<file path="src/rtl/alu_arbiter.sv">
// alu_arbiter: shares one 8-bit ALU between two requesters.
// Requests are granted round-robin in IDLE. The operands and mode are
// registered toward the ALU, a one-cycle start pulse is issued, and the ALU
// results are passed back bit-exact with the served requester ID.
// Optional build macro: ALU_ARB_TIMEOUT_EN adds a WAIT-state abort counter
// that is limited by TIMEOUT.
//
// Handshake: reqN_valid/reqN_ready follow valid/ready rules. A requester
// raises valid and holds valid and its data stable until it sees ready. The
// transfer happens on the cycle where both are high. Ready is combinational
// and is only asserted in IDLE. A valid dropped before ready is not served.
// rsp_valid and alu_start are single-cycle pulses with no back-pressure.

module alu_arbiter #(
  parameter int TIMEOUT = 64
) (
  input  logic        clk,
  input  logic        rst,
  input  logic        req0_valid,
  input  logic [7:0]  req0_a,
  input  logic [7:0]  req0_b,
  input  logic [2:0]  req0_mode,
  output logic        req0_ready,
  input  logic        req1_valid,
  input  logic [7:0]  req1_a,
  input  logic [7:0]  req1_b,
  input  logic [2:0]  req1_mode,
  output logic        req1_ready,
  output logic [7:0]  alu_a,
  output logic [7:0]  alu_b,
  output logic [2:0]  alu_mode,
  output logic        alu_start,
  input  logic        alu_done,
  input  logic [7:0]  alu_op1,
  input  logic [7:0]  alu_op2,
  input  logic [15:0] alu_op3,
  output logic        rsp_valid,
  output logic        rsp_id,
  output logic [7:0]  rsp_op1,
  output logic [7:0]  rsp_op2,
  output logic [15:0] rsp_op3,
  output logic        rsp_err,
  output logic        busy
);

  typedef enum logic [1:0] {
    IDLE  = 2'd0,
    ISSUE = 2'd1,
    WAIT  = 2'd2,
    RESP  = 2'd3
  } state_t;

  state_t      state_q, state_d;
  logic        last_id_q, last_id_d;
  logic        cur_id_q, cur_id_d;
  logic [7:0]  alu_a_q, alu_a_d;
  logic [7:0]  alu_b_q, alu_b_d;
  logic [2:0]  alu_mode_q, alu_mode_d;
  logic        rsp_id_q, rsp_id_d;
  logic [7:0]  rsp_op1_q, rsp_op1_d;
  logic [7:0]  rsp_op2_q, rsp_op2_d;
  logic [15:0] rsp_op3_q, rsp_op3_d;

  logic        grant_valid;
  logic        grant_id;

`ifdef ALU_ARB_TIMEOUT_EN
  localparam logic [7:0] CNT_LIMIT = 8'(TIMEOUT - 1);
  logic [7:0]  cnt_q, cnt_d;
  logic        rsp_err_q, rsp_err_d;
`else
  // TIMEOUT only matters when the abort counter is built.
  logic [7:0]  unused_timeout;
  assign unused_timeout = 8'(TIMEOUT);
`endif

  // Round-robin pick: on a tie, serve the requester that was not served last.
  always_comb begin
    grant_valid = req0_valid | req1_valid;
    grant_id    = 1'b0;
    if (req0_valid && req1_valid) begin
      grant_id = ~last_id_q;
    end else if (req1_valid) begin
      grant_id = 1'b1;
    end
  end

  // Next-state logic and datapath captures for the four-state sequencer.
  always_comb begin
    state_d    = state_q;
    last_id_d  = last_id_q;
    cur_id_d   = cur_id_q;
    alu_a_d    = alu_a_q;
    alu_b_d    = alu_b_q;
    alu_mode_d = alu_mode_q;
    rsp_id_d   = rsp_id_q;
    rsp_op1_d  = rsp_op1_q;
    rsp_op2_d  = rsp_op2_q;
    rsp_op3_d  = rsp_op3_q;
`ifdef ALU_ARB_TIMEOUT_EN
    cnt_d      = cnt_q;
    rsp_err_d  = rsp_err_q;
`endif
    case (state_q)
      IDLE: begin
        if (grant_valid) begin
          cur_id_d   = grant_id;
          alu_a_d    = grant_id ? req1_a    : req0_a;
          alu_b_d    = grant_id ? req1_b    : req0_b;
          alu_mode_d = grant_id ? req1_mode : req0_mode;
          state_d    = ISSUE;
        end
      end
      ISSUE: begin
`ifdef ALU_ARB_TIMEOUT_EN
        cnt_d   = 8'd0;
`endif
        state_d = WAIT;
      end
      WAIT: begin
        // A done level left over from earlier states is only looked at here.
        if (alu_done) begin
          rsp_id_d  = cur_id_q;
          rsp_op1_d = alu_op1;
          rsp_op2_d = alu_op2;
          rsp_op3_d = alu_op3;
`ifdef ALU_ARB_TIMEOUT_EN
          rsp_err_d = 1'b0;
`endif
          state_d   = RESP;
        end
`ifdef ALU_ARB_TIMEOUT_EN
        else if (cnt_q == CNT_LIMIT) begin
          rsp_id_d  = cur_id_q;
          rsp_op1_d = 8'd0;
          rsp_op2_d = 8'd0;
          rsp_op3_d = 16'd0;
          rsp_err_d = 1'b1;
          state_d   = RESP;
        end else begin
          cnt_d = cnt_q + 8'd1;
        end
`endif
      end
      RESP: begin
        last_id_d = cur_id_q;
        state_d   = IDLE;
      end
      default: begin
        state_d = IDLE;
      end
    endcase
  end

  // State and datapath registers; reset discards any in-flight operation.
  always_ff @(posedge clk or posedge rst) begin
    if (rst) begin
      state_q    <= IDLE;
      last_id_q  <= 1'b1;
      cur_id_q   <= 1'b0;
      alu_a_q    <= 8'd0;
      alu_b_q    <= 8'd0;
      alu_mode_q <= 3'd0;
      rsp_id_q   <= 1'b0;
      rsp_op1_q  <= 8'd0;
      rsp_op2_q  <= 8'd0;
      rsp_op3_q  <= 16'd0;
    end else begin
      state_q    <= state_d;
      last_id_q  <= last_id_d;
      cur_id_q   <= cur_id_d;
      alu_a_q    <= alu_a_d;
      alu_b_q    <= alu_b_d;
      alu_mode_q <= alu_mode_d;
      rsp_id_q   <= rsp_id_d;
      rsp_op1_q  <= rsp_op1_d;
      rsp_op2_q  <= rsp_op2_d;
      rsp_op3_q  <= rsp_op3_d;
    end
  end

`ifdef ALU_ARB_TIMEOUT_EN
  // WAIT-state abort counter and its error flag.
  always_ff @(posedge clk or posedge rst) begin
    if (rst) begin
      cnt_q     <= 8'd0;
      rsp_err_q <= 1'b0;
    end else begin
      cnt_q     <= cnt_d;
      rsp_err_q <= rsp_err_d;
    end
  end
  assign rsp_err = rsp_err_q;
`else
  assign rsp_err = 1'b0;
`endif

  // Decoded handshake pulses and output wiring.
  always_comb begin
    req0_ready = (state_q == IDLE) && grant_valid && !grant_id;
    req1_ready = (state_q == IDLE) && grant_valid &&  grant_id;
    alu_start  = (state_q == ISSUE);
    rsp_valid  = (state_q == RESP);
    busy       = (state_q != IDLE);
  end

  assign alu_a    = alu_a_q;
  assign alu_b    = alu_b_q;
  assign alu_mode = alu_mode_q;
  assign rsp_id   = rsp_id_q;
  assign rsp_op1  = rsp_op1_q;
  assign rsp_op2  = rsp_op2_q;
  assign rsp_op3  = rsp_op3_q;

endmodule

</file>
<file path="config.mk">
export PLATFORM = sky130hd
export DESIGN_NAME = alu_arbiter
export DESIGN_NICKNAME = d
export VERILOG_FILES = /design/src/rtl/alu_arbiter.sv
export SDC_FILE = /design/constraint.sdc
export NUM_CORES = 1
export LEC_CHECK = 0
export ABC_AREA = 1
export CORE_UTILIZATION = 35
export DETAILED_ROUTE_END_ITERATION = 10
export PLACE_DENSITY = 0.81
export SLEW_MARGIN = 10
export SYNTH_ARGS = -nofsm -noshare
export SYNTH_HDL_FRONTEND = slang
export SYNTH_SLANG_ARGS = --single-unit
</file>
<file path="constraint.sdc">
create_clock -name clk -period 1.8 [get_ports clk]
set_clock_uncertainty 0.15 [all_clocks]
set_input_delay 0.27 -clock clk [delete_from_list [all_inputs] [get_ports clk]]
set_output_delay 0.27 -clock clk [all_outputs]
set_load 0.05 [all_outputs]
</file>
==> out/results.ini <==
[die]
site_row_count=30
die-height_um=85.9
core-area_mm2=0.00679
io_pins=133
fp.dieArea_mm2=0.00737
start_util_pct=36.2
chipWidth_um=85.9

[yosys]
syn_nets=363
synth-seq-cells=56
yosys.area_share.adder_pct=2.03
yosys-top-cells-count=nand2_1, nand3_1, dfrtp_1
synth_async_sr_flop_share_pct=100
synth_compound_area_share_pct=1.32
fraction_of_synthesized_cell_area_taken_by_the_top_area_cell_type_pct=55.9
post-synth-top-area-cell=dfrtp_1
synth_simple_gate_area_share_pct=34.1
post-synth-top-count-cell=nand2_1
synthCells=284
synth_top_family_by_area=simple AND/OR/NAND/NOR gates
yosys_warnings=0
synth_flop_cell=dfrtp_1
sequential_element_share_of_the_synthesized_area_pct=57.0
edff_count_synth=0
cell_types_with_the_largest_area_share_after_synthesis=dfrtp_1, nand3_1, nand2_1
synth_unique_cells=17
synth-xor-area-share_pct=0
post_synth.cell_area_avg_um2=8.67
synth.mux.area_fraction_pct=0
synthesis.area_mm2=0.00246

[setup_path]
r2r-start=state_q[0]
reg2regPathDepth=6
crit_fanout=4
worst_setup_path_start_kind=flip-flop
end_kind=output pin
register_to_register_setup_slack_ps=210
required_ps=1380
path_class=reg -> out
worst_path_arrival_ps=1320
capturing_point_of_the_worst_reg2reg_path=rsp_id

[power_and_ir_drop]
share_seq_of_total_power_pct=27.2
internal-power_mw=3.97
clockPowerShare_pct=10.9
total_switching_power_mw=4.15
power.density_mw_per_mm2=2040
ir_worst_vdd_uv=901
power_leakage_nw=1.96
pwr-share-comb_pct=61.9
sw_frac_of_total_pct=51.1

[status]
outcome=completed

[min_path]
type_of_the_most_critical_hold_path=in -> async

[sta]
period_needed_ps=1740
rsz_0062_raised_after_global_routing=yes
setup-violations-final=0
finalCritPeriodShare_pct=96.4
setup_total_negative_slack_ps=0
final_number_of_hold_violating_endpoints=0
fmax_mhz=576
report.final.slew_viol_count=0
worst_hold_slack_ps=167

[detailed_routing]
pre_repair_dr_iteration_count=4
detail-route-antenna-nets=0
dr.first_iter.drc_count=123
route.detailed.wl_per_inst_um=13.4
drt-vias-per-instance=4.85
routed_wire_length_mm=6.87
remaining_design_rule_violation_count=0
route.vias.total=2482

[grt]
track_usage_pct=19.2
grt_pass1_wl_mm=11.3
antenna_found_initial=0
first_global_vias=2448
overflow=0
grt_start_max_net_pins=57

[place]
placer_congestion=0.771
buffer_ports.inserted=131
dpl_hpwl_mm=4.95

[cts]
clock_sinks=56
clk_transition_reported_paths_ps=100
clk_latency_ps=300
h-tree-depth=2
clk_buf_depth=2
cts_inserted_buffers=5
cts_tree=built
clk_root_buf=clkbuf_8

[layout]
num-nets-final=494
num-fill-cells=621
diodes=0
layout-area-overhead-vs-synth_pct=62.0
postLayoutCoreUtil_pct=58.7
share_of_layout_cells_above_drive_strength_1_pct=21.9

[job]
timing.max_cap.violations=0

[worst max-delay path by stage]
stage,from,to,slack (ps),cells after the start
2_1_floorplan,state_q[0],req0_ready,-20,5
3_5_place_dp,req1_valid,req0_ready,80,4
3_3_place_gp,req1_valid,req0_ready,90,4
4_1_cts,state_q[0],req0_ready,9,5
6_report,state_q[1],req0_ready,60,5
5_1_grt,state_q[1],req0_ready,-10,5
[critical path, stage by stage (launching register included)]
cell and delay, ps:
dfrtp_1 400, inv_2 80, ha_4 160, o21ai_2 70, a21oi_2 130, buf_6 170
[layout by cell type (no fill, tap or decap), drive strengths merged, types with 2 or more instances in the layout]
| master | synthesis | final |
|---|---|---|
| a21oi | 3 | 3 |
| nand4 | 19 | 19 |
| nand2 | 92 | 92 |
| nor2 | 5 | 5 |
| ha | 4 | 4 |
| o21ai | 2 | 2 |
| nand3 | 71 | 71 |
| inv | 6 | 6 |
| dfrtp | 55 | 55 |
| clkbuf | 9 | 7 |
| clkdlybuf4s50 | 0 | 74 |
| buf | 15 | 74 |
[area by class of cell]
| cell class | count | area (µm²) | area share [%] |
|---|---|---|---|
| Clock inverter | 1 | 30.0 | 0.753 |
| Tap cell | 96 | 120 | 3.01 |
| Sequential cell | 56 | 1400 | 35.2 |
| Clock buffer | 7 | 96.3 | 2.42 |
| Multi-Input combinational cell | 198 | 952 | 23.9 |
| Inverter | 6 | 22.5 | 0.565 |
| Timing Repair Buffer | 148 | 1360 | 34.2 |
[stage by stage]
step / total power, mW / setup WS, ps / instances / cell area (µm²)
after global placement: 7.09 / 90.5 / 501 / 3810
after CTS: 8.15 / 8.93 / 511 / 3970
after floorplan: 5.49 / -17.2 / 284 / 2470
after detailed placement: 7.17 / 75.1 / 501 / 3810
final: 8.12 / 64.3 / 512 / 3990
after global routing: 8.59 / -11.6 / 512 / 3990
[flip-flops by register name, indices dropped and copies added (netlist names)]
| signal | count |
|---|---|
| state_q | 2 |
| alu_mode | 3 |
| cur_id_q | 1 |
| rsp_op2 | 8 |
| alu_b | 8 |
| rsp_op1 | 8 |
| rsp_id | 1 |
| alu_a | 8 |
| rsp_op3 | 16 |
| last_id_q | 1 |
[routing by layer]
layer,vias up,track usage [%],part of all wire [%]
met2,83,32.5,50
met4,0,5.61,1.5
met3,11,4.04,5.5
met5,-,0,0
li1,1202,-,-
met1,1186,24.8,43
[power by group through the flow]
stage	logic [mW]	registers (mW)	clock network, mW
2_1_floorplan	1.39	4.10	0
3_3_place_gp	4.87	2.22	0
3_5_place_dp	4.94	2.23	0
4_1_cts	5.02	2.21	0.914
5_1_grt	5.35	2.28	0.958
6_report	5.02	2.21	0.885
[cell families (layout without fill, tap and decap cells)]
logic type	Yosys count	in the layout
and+or+nand+nor	187	187
other	1	1
adders and majority gates	4	4
AOI/OAI and AO/OA	6	6
DFF	56	56
buffers and inverters	30	162
[repair_timing]
item | 4_1_cts | 5_1_grt
setup endpoints to repair | 2 | 2
pin swaps | 1 | 0
buffers inserted | 2 | 1
hold buffers | 0 | 0
resized for setup | 5 | 2
No activity file was read; power rests on OpenSTA's default activity.
